### src/rtl/seg_frame_reader.sv
`default_nettype none
// ============================================================================
// Module   : seg_frame_reader
// Purpose  : Samples a multiplexed 7-segment bus, debounces each digit and
//            hands complete multi-digit BCD frames over a valid/ready port.
// Revision : 1.0
// ============================================================================
module seg_frame_reader #(
    parameter int DIGITS = 4,
    parameter int STABLE = 3
) (
    input  logic                  clk,
    input  logic                  rst,
    input  logic [6:0]            seg_in,
    input  logic [DIGITS-1:0]     dig_sel,
    input  logic                  sample_en,
    input  logic                  frame_ready,
    output logic                  frame_valid,
    output logic [4*DIGITS-1:0]   frame_bcd,
    output logic                  frame_err,
    output logic                  overrun,
    output logic                  sel_err
);

    localparam logic [3:0] c_STABLE     = 4'(STABLE);
    localparam logic [3:0] c_CODE_BLANK = 4'hA;
    localparam logic [3:0] c_CODE_BAD   = 4'hF;

    typedef enum logic [0:0] {
        ST_EMPTY = 1'b0,
        ST_FULL  = 1'b1
    } state_t;

    state_t                r_state;
    state_t                w_state_next;
    logic                  w_load;
    logic                  w_drop;
    logic [3:0]            w_code;
    logic                  w_sel_onehot;
    logic                  w_sample;
    logic                  w_commit;
    logic [DIGITS-1:0]     w_mask;
    logic [DIGITS-1:0]     w_bad;
    logic [4*DIGITS-1:0]   w_frame;
    logic [4*DIGITS-1:0]   r_frame_bcd;
    logic                  r_frame_err;
    logic                  r_overrun;
    logic                  r_sel_err;

    // Exact-match decode; anything unrecognised is flagged as code F.
    always_comb begin
        w_code = c_CODE_BAD;
        case (seg_in)
            7'h3F:   w_code = 4'd0;
            7'h06:   w_code = 4'd1;
            7'h5B:   w_code = 4'd2;
            7'h4F:   w_code = 4'd3;
            7'h66:   w_code = 4'd4;
            7'h6D:   w_code = 4'd5;
            7'h7D:   w_code = 4'd6;
            7'h07:   w_code = 4'd7;
            7'h7F:   w_code = 4'd8;
            7'h6F:   w_code = 4'd9;
            7'h00:   w_code = c_CODE_BLANK;
            default: w_code = c_CODE_BAD;
        endcase
    end

    assign w_sel_onehot = (dig_sel != '0) && ((dig_sel & (dig_sel - DIGITS'(1))) == '0);
    assign w_sample     = sample_en & w_sel_onehot;
    assign w_commit     = &w_mask;

    generate
        for (genvar i = 0; i < DIGITS; i++) begin : g_digit
            logic [3:0] r_cand;
            logic [3:0] r_cnt;
            logic [3:0] r_val;
            logic       r_acc;
            logic [3:0] w_cand_base;
            logic [3:0] w_cnt_base;
            logic [3:0] w_cnt_next;

            // A commit clears the filter first, so a coincident sample starts a new frame.
            always_comb begin
                w_cand_base = w_commit ? 4'd0 : r_cand;
                w_cnt_base  = w_commit ? 4'd0 : r_cnt;
                w_cnt_next  = 4'd1;
                if (w_code == w_cand_base) begin
                    w_cnt_next = (w_cnt_base == c_STABLE) ? c_STABLE : w_cnt_base + 4'd1;
                end
            end

            always_ff @(posedge clk or posedge rst) begin
                if (rst) begin
                    r_cand <= 4'd0;
                    r_cnt  <= 4'd0;
                    r_val  <= 4'd0;
                    r_acc  <= 1'b0;
                end else if (w_sample && dig_sel[i]) begin
                    r_cand <= w_code;
                    r_cnt  <= w_cnt_next;
                    r_acc  <= (w_cnt_next == c_STABLE) | (r_acc & ~w_commit);
                    if (w_cnt_next == c_STABLE) begin
                        r_val <= w_code;
                    end
                end else if (w_commit) begin
                    r_cand <= 4'd0;
                    r_cnt  <= 4'd0;
                    r_acc  <= 1'b0;
                end
            end

            assign w_mask[i]         = r_acc;
            assign w_frame[i*4 +: 4] = r_val;
            assign w_bad[i]          = (r_val == c_CODE_BAD);
        end
    endgenerate

    always_ff @(posedge clk or posedge rst) begin
        if (rst) begin
            r_state <= ST_EMPTY;
        end else begin
            r_state <= w_state_next;
        end
    end

    always_comb begin
        w_state_next = r_state;
        w_load       = 1'b0;
        w_drop       = 1'b0;
        case (r_state)
            ST_EMPTY: begin
                if (w_commit) begin
                    w_load       = 1'b1;
                    w_state_next = ST_FULL;
                end
            end
            ST_FULL: begin
                if (w_commit) begin
                    if (frame_ready) begin
                        w_load = 1'b1;
                    end else begin
                        w_drop = 1'b1;
                    end
                end else if (frame_ready) begin
                    w_state_next = ST_EMPTY;
                end
            end
            default: w_state_next = ST_EMPTY;
        endcase
    end

    always_ff @(posedge clk or posedge rst) begin
        if (rst) begin
            r_frame_bcd <= '0;
            r_frame_err <= 1'b0;
            r_overrun   <= 1'b0;
            r_sel_err   <= 1'b0;
        end else begin
            if (w_load) begin
                r_frame_bcd <= w_frame;
                r_frame_err <= |w_bad;
            end
            r_overrun <= w_drop;
            r_sel_err <= sample_en & ~w_sel_onehot;
        end
    end

    assign frame_valid = (r_state == ST_FULL);
    assign frame_bcd   = r_frame_bcd;
    assign frame_err   = r_frame_err;
    assign overrun     = r_overrun;
    assign sel_err     = r_sel_err;

endmodule
`default_nettype wire

### config.mk
export PLATFORM = sky130hd
export DESIGN_NAME = seg_frame_reader
export DESIGN_NICKNAME = d
export VERILOG_FILES = /design/src/rtl/seg_frame_reader.sv
export SDC_FILE = /design/constraint.sdc
export NUM_CORES = 1
export LEC_CHECK = 0
export BUFFER_PORTS_ARGS = -buffer_cell sky130_fd_sc_hd__buf_4
export CORE_MARGIN = 2
export CORE_UTILIZATION = 25
export CTS_CLUSTER_SIZE = 25
export DETAILED_ROUTE_END_ITERATION = 10
export GPL_TIMING_DRIVEN = 0
export SKIP_CTS_REPAIR_TIMING = 1
export SLEW_MARGIN = 25
export SYNTH_ARGS = -nofsm -noshare
export SYNTH_HDL_FRONTEND = slang
export SYNTH_SLANG_ARGS = --single-unit
### constraint.sdc
create_clock -name clk -period 4.32 [get_ports clk]
set_clock_uncertainty 0.2 [all_clocks]
set_input_delay 0.432 -clock clk [delete_from_list [all_inputs] [get_ports clk]]
set_output_delay 0.432 -clock clk [all_outputs]
set_load 0.01 [all_outputs]
# After elaboration in Yosys (flattened, before gate mapping)
# Index checks and enable logic that the tools add are counted.
word_totals:
  regBits: 72
  in_bits: 15
  output_inout_bits: 20
  word_cells: 123
classes:
  n_addsub: 5
  eq_ne: 26
  mux: 39
  n_bitwise: 14
  n_reduce_logical: 18
op_table:
  columns: ["op", "count"]
  rows:
  - ["$mux 4", 24]
  - ["$eq 7x7->1 const B", 7]
  - ["$pmux 4 s11", 1]
  - ["$eq 4x2->1 const B", 8]
  - ["$add 4x1->4 const B", 4]
  - ["$eq 4x4->1", 4]
  - ["$eq 4x4->1 const B", 4]
  - ["$eq 7x3->1 const B", 2]
  - ["$mux 1", 12]
  - ["$reduce_and 2->1", 4]
  - ["$reduce_bool 2->1", 4]
  - ["$eq 7x6->1 const B", 1]
  - ["$logic_not 7->1", 1]
  - ["$and 1x1->1", 6]
  - ["$logic_and 1x1->1", 5]
  - ["$and 4x4->4", 1]
  - ["$logic_not 4->1", 1]
  - ["$or 1x1->1", 4]
  - ["$pmux 1 s2", 2]
  - ["$reduce_and 4->1", 1]
  - ["$reduce_bool 4->1", 1]
  - ["$reduce_or 4->1", 1]
  - ["$sub 4x1->4 const B", 1]
  - ["$not 1->1", 3]

# Logic depth before layout (Yosys ltp)
# Gate-level depths: netlist (run 1).
logic_depth:
  ltp_word: 8
  mapped_depth: 12
  depth_no_buf: 9

# Worst setup path after synthesis (run 1)
# No wires, ideal clock.
synth_path:
  path_type: "reg-to-reg"
  startpoint: "register g_digit[1].r_acc"
  endpoint: "register g_digit[0].r_val[3]"
  setup_ns: 0.128
  arrival_time_ns: 2.941
  required_time_ns: 3.992
  path_slack_ns: 1.051
  path_stages_with_launch: 12
  path_buffers: 3
  period_less_slack_ns: 3.269
  cell_sequence: "dfrtp_1 nand4_1 clkbuf_1 clkbuf_1 clkbuf_1 and2_1 ha_1 inv_1 maj3_1 o21a_1 nor3_4 mux2_1"
synth_between:
  elab_chain_cells: 7
  word_cells_on_any_way: 10
  classes_between: "1 x add/sub; 3 x eq/ne; 4 x mux; 2 x reduce/logical"
synth_lines:
  columns: ["element", "line", "source"]
  rows:
  - ["from (decl)", "78", "logic r_acc;"]
  - ["from (signal assigned)", "102", "r_acc <= (w_cnt_next == c_STABLE) | (r_acc & ~w_commit);"]
  - ["$reduce_and 4->1 *", "71", "assign w_commit = &w_mask;"]
  - ["$mux 4", null, null]
  - ["$add 4x1->4 / $eq 4x2->1 (equally long branches)", "89", "w_cnt_next = (w_cnt_base == c_STABLE) ? c_STABLE : w_cnt_base + 4'd1;"]
  - ["$mux 4", "89", null]
  - ["$mux 4 *", "88", "if (w_code == w_cand_base) begin"]
  - ["$eq 4x2->1 *", "103", "if (w_cnt_next == c_STABLE) begin"]
  - ["$reduce_and 2->1 (no source line) *", null, null]
  - ["to (signal assigned)", "104", "r_val <= w_code;"]
  - ["to (decl)", "77", "logic [3:0] r_val;"]
# Every way passes the cells marked *; elsewhere a longest branch is shown, timed or not.
# A chain may end at the register's enable or synchronous reset.

# Worst setup path after layout (run 1)
layout_path:
  startpoint: "register g_digit[1].r_acc"
  endpoint: "register g_digit[1].r_val[0]"
layout_between:
  elab_chain_cells: 7
  word_cells_on_any_way: 10
  classes_between: "1 x add/sub; 3 x eq/ne; 4 x mux; 2 x reduce/logical"
layout_lines:
  columns: ["element", "line"]
  rows:
  - ["$reduce_and 4->1 *", "71"]
  - ["$mux 4", null]
  - ["$add 4x1->4 / $eq 4x2->1 (equally long branches)", "89"]
  - ["$mux 4", "89"]
  - ["$mux 4 *", "88"]
  - ["$eq 4x2->1 *", "103"]
  - ["$reduce_and 2->1 (no source line) *", null]
  - ["to (signal assigned)", "104"]
  - ["to (decl)", "77"]
# Marked as above.

==> results.rst, run 1 <==
.. list-table::
   :header-rows: 1

   * - Metric
     - Value
   * - Total of max-cap violations
     - 0
   * - Post-synthesis cell count
     - between 300 and 400
   * - Std cell rows
     - 45
   * - Antenna violations before repair
     - 0
   * - Clock transition time at the flip-flop clock pins of the worst setup and hold paths
     - about 0.060 ns
   * - Fmax
     - 249.7 MHz
   * - Final antenna-violating net count
     - 0
   * - Vias in the first global route
     - between 3,000 and 4,000
   * - Pwr/cell area
     - around 380 mW/mm^2
   * - Number of vias per cell
     - roughly 5
   * - Share of the synthesized area in compound gates (AO/OA/AOI/OAI)
     - between 10% and 20%
   * - Part of the Yosys area used for sequential elements
     - 45.73%
   * - Hpwl dp
     - 6.479 mm
   * - Clock sink count
     - 72
   * - Die area
     - ~0.017 sq mm
   * - Switching power share of the total
     - a little under a quarter
   * - Critical path class
     - reg2reg
   * - Setup slack after layout
     - around 0.31 ns
   * - Pre-CTS worst setup slack
     - roughly 0.18 ns
   * - Multiplexer fraction of the synthesized cell area
     - around 11%
   * - Wire length after detailed routing
     - 9.044 mm
   * - Leading register cell type out of synthesis
     - dfrtp_1
   * - Syn-to-layout area delta
     - 21.72%
   * - First-iteration detailed-routing DRC count
     - between 150 and 200
   * - Biggest area consumer among synthesized cells
     - dfrtp_1
   * - Total Negative Setup Slacks
     - 0 ns
   * - Synthesized-area fraction occupied by and/or/nand/nor cells
     - approximately 22%
   * - Cell-internal power
     - roughly 1.4 mW
   * - Classification of the worst-slack hold path
     - in2async
   * - Final Cycle Share
     - ~93%
   * - Clock latency of the later-clocked register in the worst-skew pair
     - approximately 0.33 ns
   * - Worst setup startpoint
     - g_digit[1].r_acc
   * - Leading cell types by total area after synthesis
     - dfrtp_1, mux2_2, o21ai_0
   * - Reg-to-reg startpoint
     - g_digit[1].r_acc
   * - Nets in the synthesized netlist
     - slightly above 400
   * - Number of port buffers
     - 31
   * - Number of search-and-repair iterations in the first detailed-routing pass
     - 4
   * - Setup repair after global routing missed its margin
     - false
   * - Remaining design rule violation count
     - 0
   * - Count of state elements after synthesis
     - just over 70
   * - Number of different library cells in the post-synthesis netlist
     - 65
   * - Share of power burned in the clock network
     - between 40% and 50%
   * - Post-synthesis area per instance
     - slightly above 10 sq um
   * - Root buffer cell
     - clkbuf_16
   * - Post-synthesis share of cell area spent on xor and xnor gates
     - under 10%
   * - Total inserted antenna cells
     - 0
   * - Crit path max fanout
     - 10
   * - Routability-driven placement congestion ratio
     - 0.8522
   * - Main combinational cell family by area after synthesis
     - simple AND/OR/NAND/NOR gates
   * - Count of pins on the block boundary
     - 35
   * - Global-route wire length before repair
     - 14.75 mm
   * - Adder and majority gate portion of the synthesized area
     - 1.524%
   * - H-tree depth
     - 3
   * - Fraction of registers with async set/reset
     - 100.0%
   * - Count of final hold-check violations
     - 44
   * - Net switching power figure
     - between 0.4 and 0.5 mW
   * - Pins over their slew limit
     - 0
   * - CTS Buf Count
     - 9
   * - Violated checks
     - hold timing
   * - Maximum vdd drop
     - just under 0.0002 V
   * - Final global-route overflow total
     - 0
   * - Deepest clock path buffer count
     - 2
   * - Sequential cell fraction of total power
     - 42.2%
   * - Synth warn
     - 0
   * - P_leak
     - roughly 2.1 nW
   * - Total core area
     - between 0.015 and 0.02 sq mm
   * - Max-slew headroom
     - 61.36%
   * - Pin count of the biggest net entering global routing
     - 46
   * - Post-detailed-route wirelength per cell
     - roughly 14 um
   * - Data required time of the critical path
     - 4.34 ns
   * - Type of destination of the critical path
     - flip-flop
   * - Via count
     - 3,188
   * - Fraction of final layout cells with drive strength greater than 1
     - 20.41%
   * - Final setup violating endpoints
     - 0
   * - Tightest Pin Transition
     - approximately 0.57 ns
   * - Arrival time reported for the critical path endpoint
     - between 4 and 5 ns
   * - Area of the mapped netlist
     - around 0.0039 sq mm
   * - Clock tree from TritonCTS
     - yes
   * - Proportion of power drawn by combinational gates
     - between 10% and 20%
   * - Portion of synthesized cell area occupied by the leading cell type
     - between 40% and 50%
   * - X dimension of the die
     - approximately 130 um
   * - Final worst path period need
     - ~4.0 ns
   * - Result of the run
     - finished, violations left
   * - Hold_ws
     - -0.04108 ns
   * - Starting utilization of the core area
     - 25.73%
   * - Final net count
     - approximately 450
   * - Critical path startpoint category
     - flip-flop
   * - Number of flops mapped to enable cells by yosys
     - 0
   * - Vert. Die Dim
     - between 100 and 150 um
   * - Total GRT Usage
     - 11.15%
worst max-delay path: stages (launching register included):
cell	delay [ns]
dfrtp_1	0.38
nand4_1	0.34
clkbuf_1	0.36
clkbuf_1	0.46
clkbuf_1	0.40
and2_1	0.23
ha_1	0.28
a21oi_1	0.06
nor2_1	0.09
a31oi_1	0.05
o21a_1	0.18
nor3_2	0.47
mux2_2	0.39
flip-flops by register name (all words and copies together), names as in the netlist:
register / count
frame_bcd: 16
frame_err: 1
frame_valid: 1
g_digit.r_acc: 4
g_digit.r_cand: 16
g_digit.r_cnt: 16
g_digit.r_val: 16
overrun: 1
sel_err: 1
cell usage after synthesis (6+ instances only):
cell type / number
inv_1: 9
mux2_2: 20
mux2_1: 12
o21ai_0: 32
nand3b_1: 7
and2_1: 8
nor2_1: 17
a21oi_1: 14
clkbuf_1: 19
nand2_1: 24
a31oi_1: 8
nand4_1: 11
nand3_1: 31
nor3b_1: 7
dfrtp_1: 72
or4_1: 6
path summary, 6_finish.rpt:
kind	end	slack, ns	cells after the start
max	g_digit[1].r_val[0]	0.31	12
min	overrun	-0.04	2
max reg2reg	g_digit[1].r_val[0]	0.31	12
min reg2reg	g_digit[1].r_acc	0.30	1
max in group asynchronous	g_digit[2].r_cnt[1]	3.39	3
min in group clk	sel_err	0.17	2
metal layers:
layer	up-vias	wire, um	global-route usage [%]
met2	70	4351	18.39
met5	-	0	0
met3	11	421	3.220
li1	1532	-	-
met1	1575	4149	14.39
met4	0	123	2.910
stage by stage:
step	util, %	std cells	instance area [sq um]	total power, mW
CTS	31.31	647	4795	1.830
finish	31.32	647	4796	1.807
global placement	28.97	631	4437	0.9663
global route	31.32	647	4796	1.891
detailed placement	29.12	632	4459	0.9815
floorplan	-	389	3940	0.9243
cell type report:
class | instances | area [sq um]
plain buffers | 24 | 102.6
clock inverters | 5 | 106.4
repair buffers | 32 | 252.7
well taps | 211 | 264.0
inverters | 9 | 36.28
flip-flops and latches | 72 | 1802
multi-input cells | 284 | 2003
fillers | 1588 | 10520
clock buffers | 10 | 229.0
logic make-up after synthesis:
kind of cell	Yosys count
DFF	72
adders and majority gates	5
AOI/OAI and AO/OA	90
xor gates and xnor gates	6
buffers and inverters	33
muxes	38
and+or+nand+nor	145
placed cells by master, fill, tap and decap left out, drive strengths merged, types with 4 or more instances in the layout:
master and n:
inv 9, mux2 32, ha 4, a21o 5, buf 37, dfrtp 72, a31o 4, o31ai 4
and2 9, nand2 24, clkbuf 29, nand4 11, or4 6, a31oi 8, mux2i 4, nand2b 5
a21oi 15, o21ai 32, xor2 4, nand3b 7, nand3 31, o21a 4, nor3b 7, nor2 17
nor3 5, nand4b 4
power by group through the flow:
| stage | clock network (mW) | logic [mW] | registers (mW) |
|---|---|---|---|
| after floorplan | 0 | 0.162 | 0.763 |
| after global placement | 0 | 0.198 | 0.769 |
| after detailed placement | 0 | 0.210 | 0.772 |
| after CTS | 0.858 | 0.212 | 0.760 |
| after global routing | 0.886 | 0.238 | 0.768 |
| final | 0.835 | 0.210 | 0.762 |
Note: power is estimated with default switching activity, not from simulation.
==> run 2, diff against run 1 <==
==> constraint.sdc (replaced) <==
create_clock -name clk -period 4.85 [get_ports clk]
set_clock_uncertainty 0.2 [all_clocks]
set_input_delay 0.485 -clock clk [delete_from_list [all_inputs] [get_ports clk]]
set_output_delay 0.485 -clock clk [all_outputs]
set_load 0.01 [all_outputs]
==> run 2 against run 1 <==
  * The run now ends clean
  * Via count up 0.13%
  * Die area unchanged
  * Clock power down 11%
  * Largest cell class unchanged
==> results.rst, run 2 (synthesized netlist as in run 1, its figures left out) <==
.. list-table::
   :header-rows: 1

   * - Metric
     - Value
   * - Result of the run
     - complete, no violations
   * - Critical path startpoint category
     - flip-flop
   * - Final Cycle Share
     - 85.62% (-7.1 points)
   * - Root buffer cell
     - clkbuf_16
   * - H-tree depth
     - 3 (unchanged)
   * - Final antenna-violating net count
     - 0 (unchanged)
   * - Post-layout utilization of the core
     - 31.31% (about the same)
   * - Critical path class
     - reg2reg
   * - Max-slew headroom
     - 61.36% (about the same)
   * - Data required time of the critical path
     - 4.86 ns (+0.52 ns)
   * - Classification of the worst-slack hold path
     - in2async
   * - Count of final hold-check violations
     - 0 (-100%)
   * - P_leak
     - 2.133 nW (-0.12%)
   * - Vias in the first global route
     - 3,051 (unchanged)
   * - Clock tree from TritonCTS
     - yes
   * - Fraction of final layout cells with drive strength greater than 1
     - 20.18% (-0.23 points)
   * - Final worst path period need
     - 4.153 ns (+0.1470 ns)
   * - Remaining design rule violation count
     - 0 (unchanged)
   * - Total GRT Usage
     - 11.15% (unchanged)
   * - Number of search-and-repair iterations in the first detailed-routing pass
     - 4 (unchanged)
   * - Final global-route overflow total
     - 0 (unchanged)
   * - Reg-to-reg startpoint
     - g_digit[1].r_acc
   * - Deepest clock path buffer count
     - 2 (unchanged)
   * - Total of max-cap violations
     - 0 (unchanged)
   * - Setup repair after global routing missed its margin
     - false
   * - First-iteration detailed-routing DRC count
     - 153 (-3.2%)
   * - Final net count
     - 451 (unchanged)
   * - Wire length after detailed routing
     - 9.052 mm (about the same)
   * - Crit path max fanout
     - 10 (unchanged)
   * - Routability-driven placement congestion ratio
     - 0.8522 (unchanged)
   * - Pwr/cell area
     - 335.6 mW/mm^2 (-11%)
   * - Die area
     - 0.01678 sq mm (unchanged)
   * - Std cell rows
     - 45 (unchanged)
   * - Hpwl dp
     - 6.479 mm (unchanged)
   * - Final setup violating endpoints
     - 0 (unchanged)
   * - Vert. Die Dim
     - 129.5 um (unchanged)
   * - Antenna violations before repair
     - 0 (unchanged)
   * - Total core area
     - 0.01531 sq mm (unchanged)
   * - Post-detailed-route wirelength per cell
     - 13.99 um (about the same)
   * - Number of port buffers
     - 31 (unchanged)
   * - Commonest non-fill, non-tap cell in the layout
     - dfrtp_1
   * - Fmax
     - 240.8 MHz (-3.5%)
   * - Clock sink count
     - 72 (unchanged)
   * - Count of pins on the block boundary
     - 35 (unchanged)
   * - Pins over their slew limit
     - 0 (unchanged)
   * - Number of vias per cell
     - 4.934 (+0.13%)
   * - Clock latency of the later-clocked register in the worst-skew pair
     - 0.33 ns (about the same)
   * - X dimension of the die
     - 129.5 um (unchanged)
   * - Global-route wire length before repair
     - 14.75 mm (unchanged)
   * - Clock transition time at the flip-flop clock pins of the worst setup and hold paths
     - 0.06 ns (about the same)
   * - Arrival time reported for the critical path endpoint
     - 4.16 ns (+0.14 ns)
   * - CTS Buf Count
     - 9 (unchanged)
   * - Tightest Pin Transition
     - 0.5736 ns (-0.0000008345 ns)
   * - Via count
     - 3,192 (+0.13%)
   * - Type of destination of the critical path
     - flip-flop
   * - Starting utilization of the core area
     - 25.73% (unchanged)
   * - Capturing point of the worst reg2reg path
     - g_digit[0].r_val[3]
   * - Worst reg-to-reg setup slack
     - 0.70 ns (+0.38 ns)
   * - Total power of the final layout
     - 1.609 mW (-11%)
   * - Commonest cells after routing, fill and taps aside
     - dfrtp_1, o21ai_0, nand3_1, buf_4, nand2_1
   * - Logic depth of the worst register-to-register path
     - 11 (-1)
   * - Total Negative Setup Slacks
     - 0 ns (unchanged)
   * - Pin count of the biggest net entering global routing
     - 46 (unchanged)
   * - Syn-to-layout area delta
     - 21.69% (about the same)
   * - Maximum vdd drop
     - 0.0001734 V (-11%)
   * - Total inserted antenna cells
     - 0 (unchanged)
[run 2: cell types whose count changed in the layout (fill, tap and decap cells not counted)]
cell / change
clkbuf_2: -1
clkbuf_1: +1
[run 2: routing by layer]
| metal | global-route usage [%] | part of all wire (%) | vias to the layer above |
|---|---|---|---|
| met5 | 0 | 0 | - |
| met4 | 2.910 | 1.2 | 0 |
| met3 | 3.220 | 4.7 | 10 |
| met2 | 18.39 | 48 | 78 |
| met1 | 14.39 | 46 | 1572 |
| li1 | - | - | 1532 |
[run 2: worst max-delay path, cell delays in order, from the launching register on]
cell      delay (ns)
dfrtp_1         0.38
nand4_1         0.34
clkbuf_1        0.36
clkbuf_1        0.46
clkbuf_1        0.49
and2_1          0.24
ha_1            0.23
inv_1           0.08
maj3_1          0.34
o21a_1          0.20
nor3_4          0.35
mux2_1          0.36
[run 2: area by class of cell]
type | instances | area [sq um]
Clock buffer | 10 | 229.0
Inverter | 9 | 36.28
Multi-Input combinational cell | 284 | 2003
Buffer | 24 | 101.3
Sequential cell | 72 | 1802
Timing Repair Buffer | 32 | 252.7
Clock inverter | 5 | 106.4
Tap cell | 211 | 264.0
Fill cell | 1587 | 10520
[run 2: worst max-delay path by stage]
stage / start / to / depth (start not counted)
final: g_digit[1].r_acc / g_digit[0].r_val[3] / 11
after global routing: g_digit[1].r_acc / g_digit[1].r_val[2] / 12
after CTS: g_digit[2].r_acc / g_digit[0].r_val[3] / 11
after detailed placement: g_digit[1].r_acc / g_digit[0].r_val[2] / 11
after global placement: g_digit[1].r_acc / g_digit[0].r_val[1] / 11
after floorplan: g_digit[1].r_acc / g_digit[0].r_val[3] / 11
[run 2: report_power, final]
group	switching (mW)	internal [mW]	leakage, nW
logic	0.0995	0.0876	1.02
clock network	0.244	0.500	0.159
registers	0.0381	0.640	0.949
total	0.381	1.23	2.13
[run 2: metrics by stage]
step / hold slack (ns) / worst slack [ns] / cells / instance area, sq um
global placement: 0.2770 / 0.8051 / 631 / 4437
floorplan: 0.2622 / 1.581 / 389 / 3940
finish: 0.01329 / 0.6975 / 647 / 4795
CTS: 0.03432 / 0.7146 / 647 / 4795
global route: 0.06659 / 0.4646 / 647 / 4795
detailed placement: 0.2847 / 0.7054 / 632 / 4459
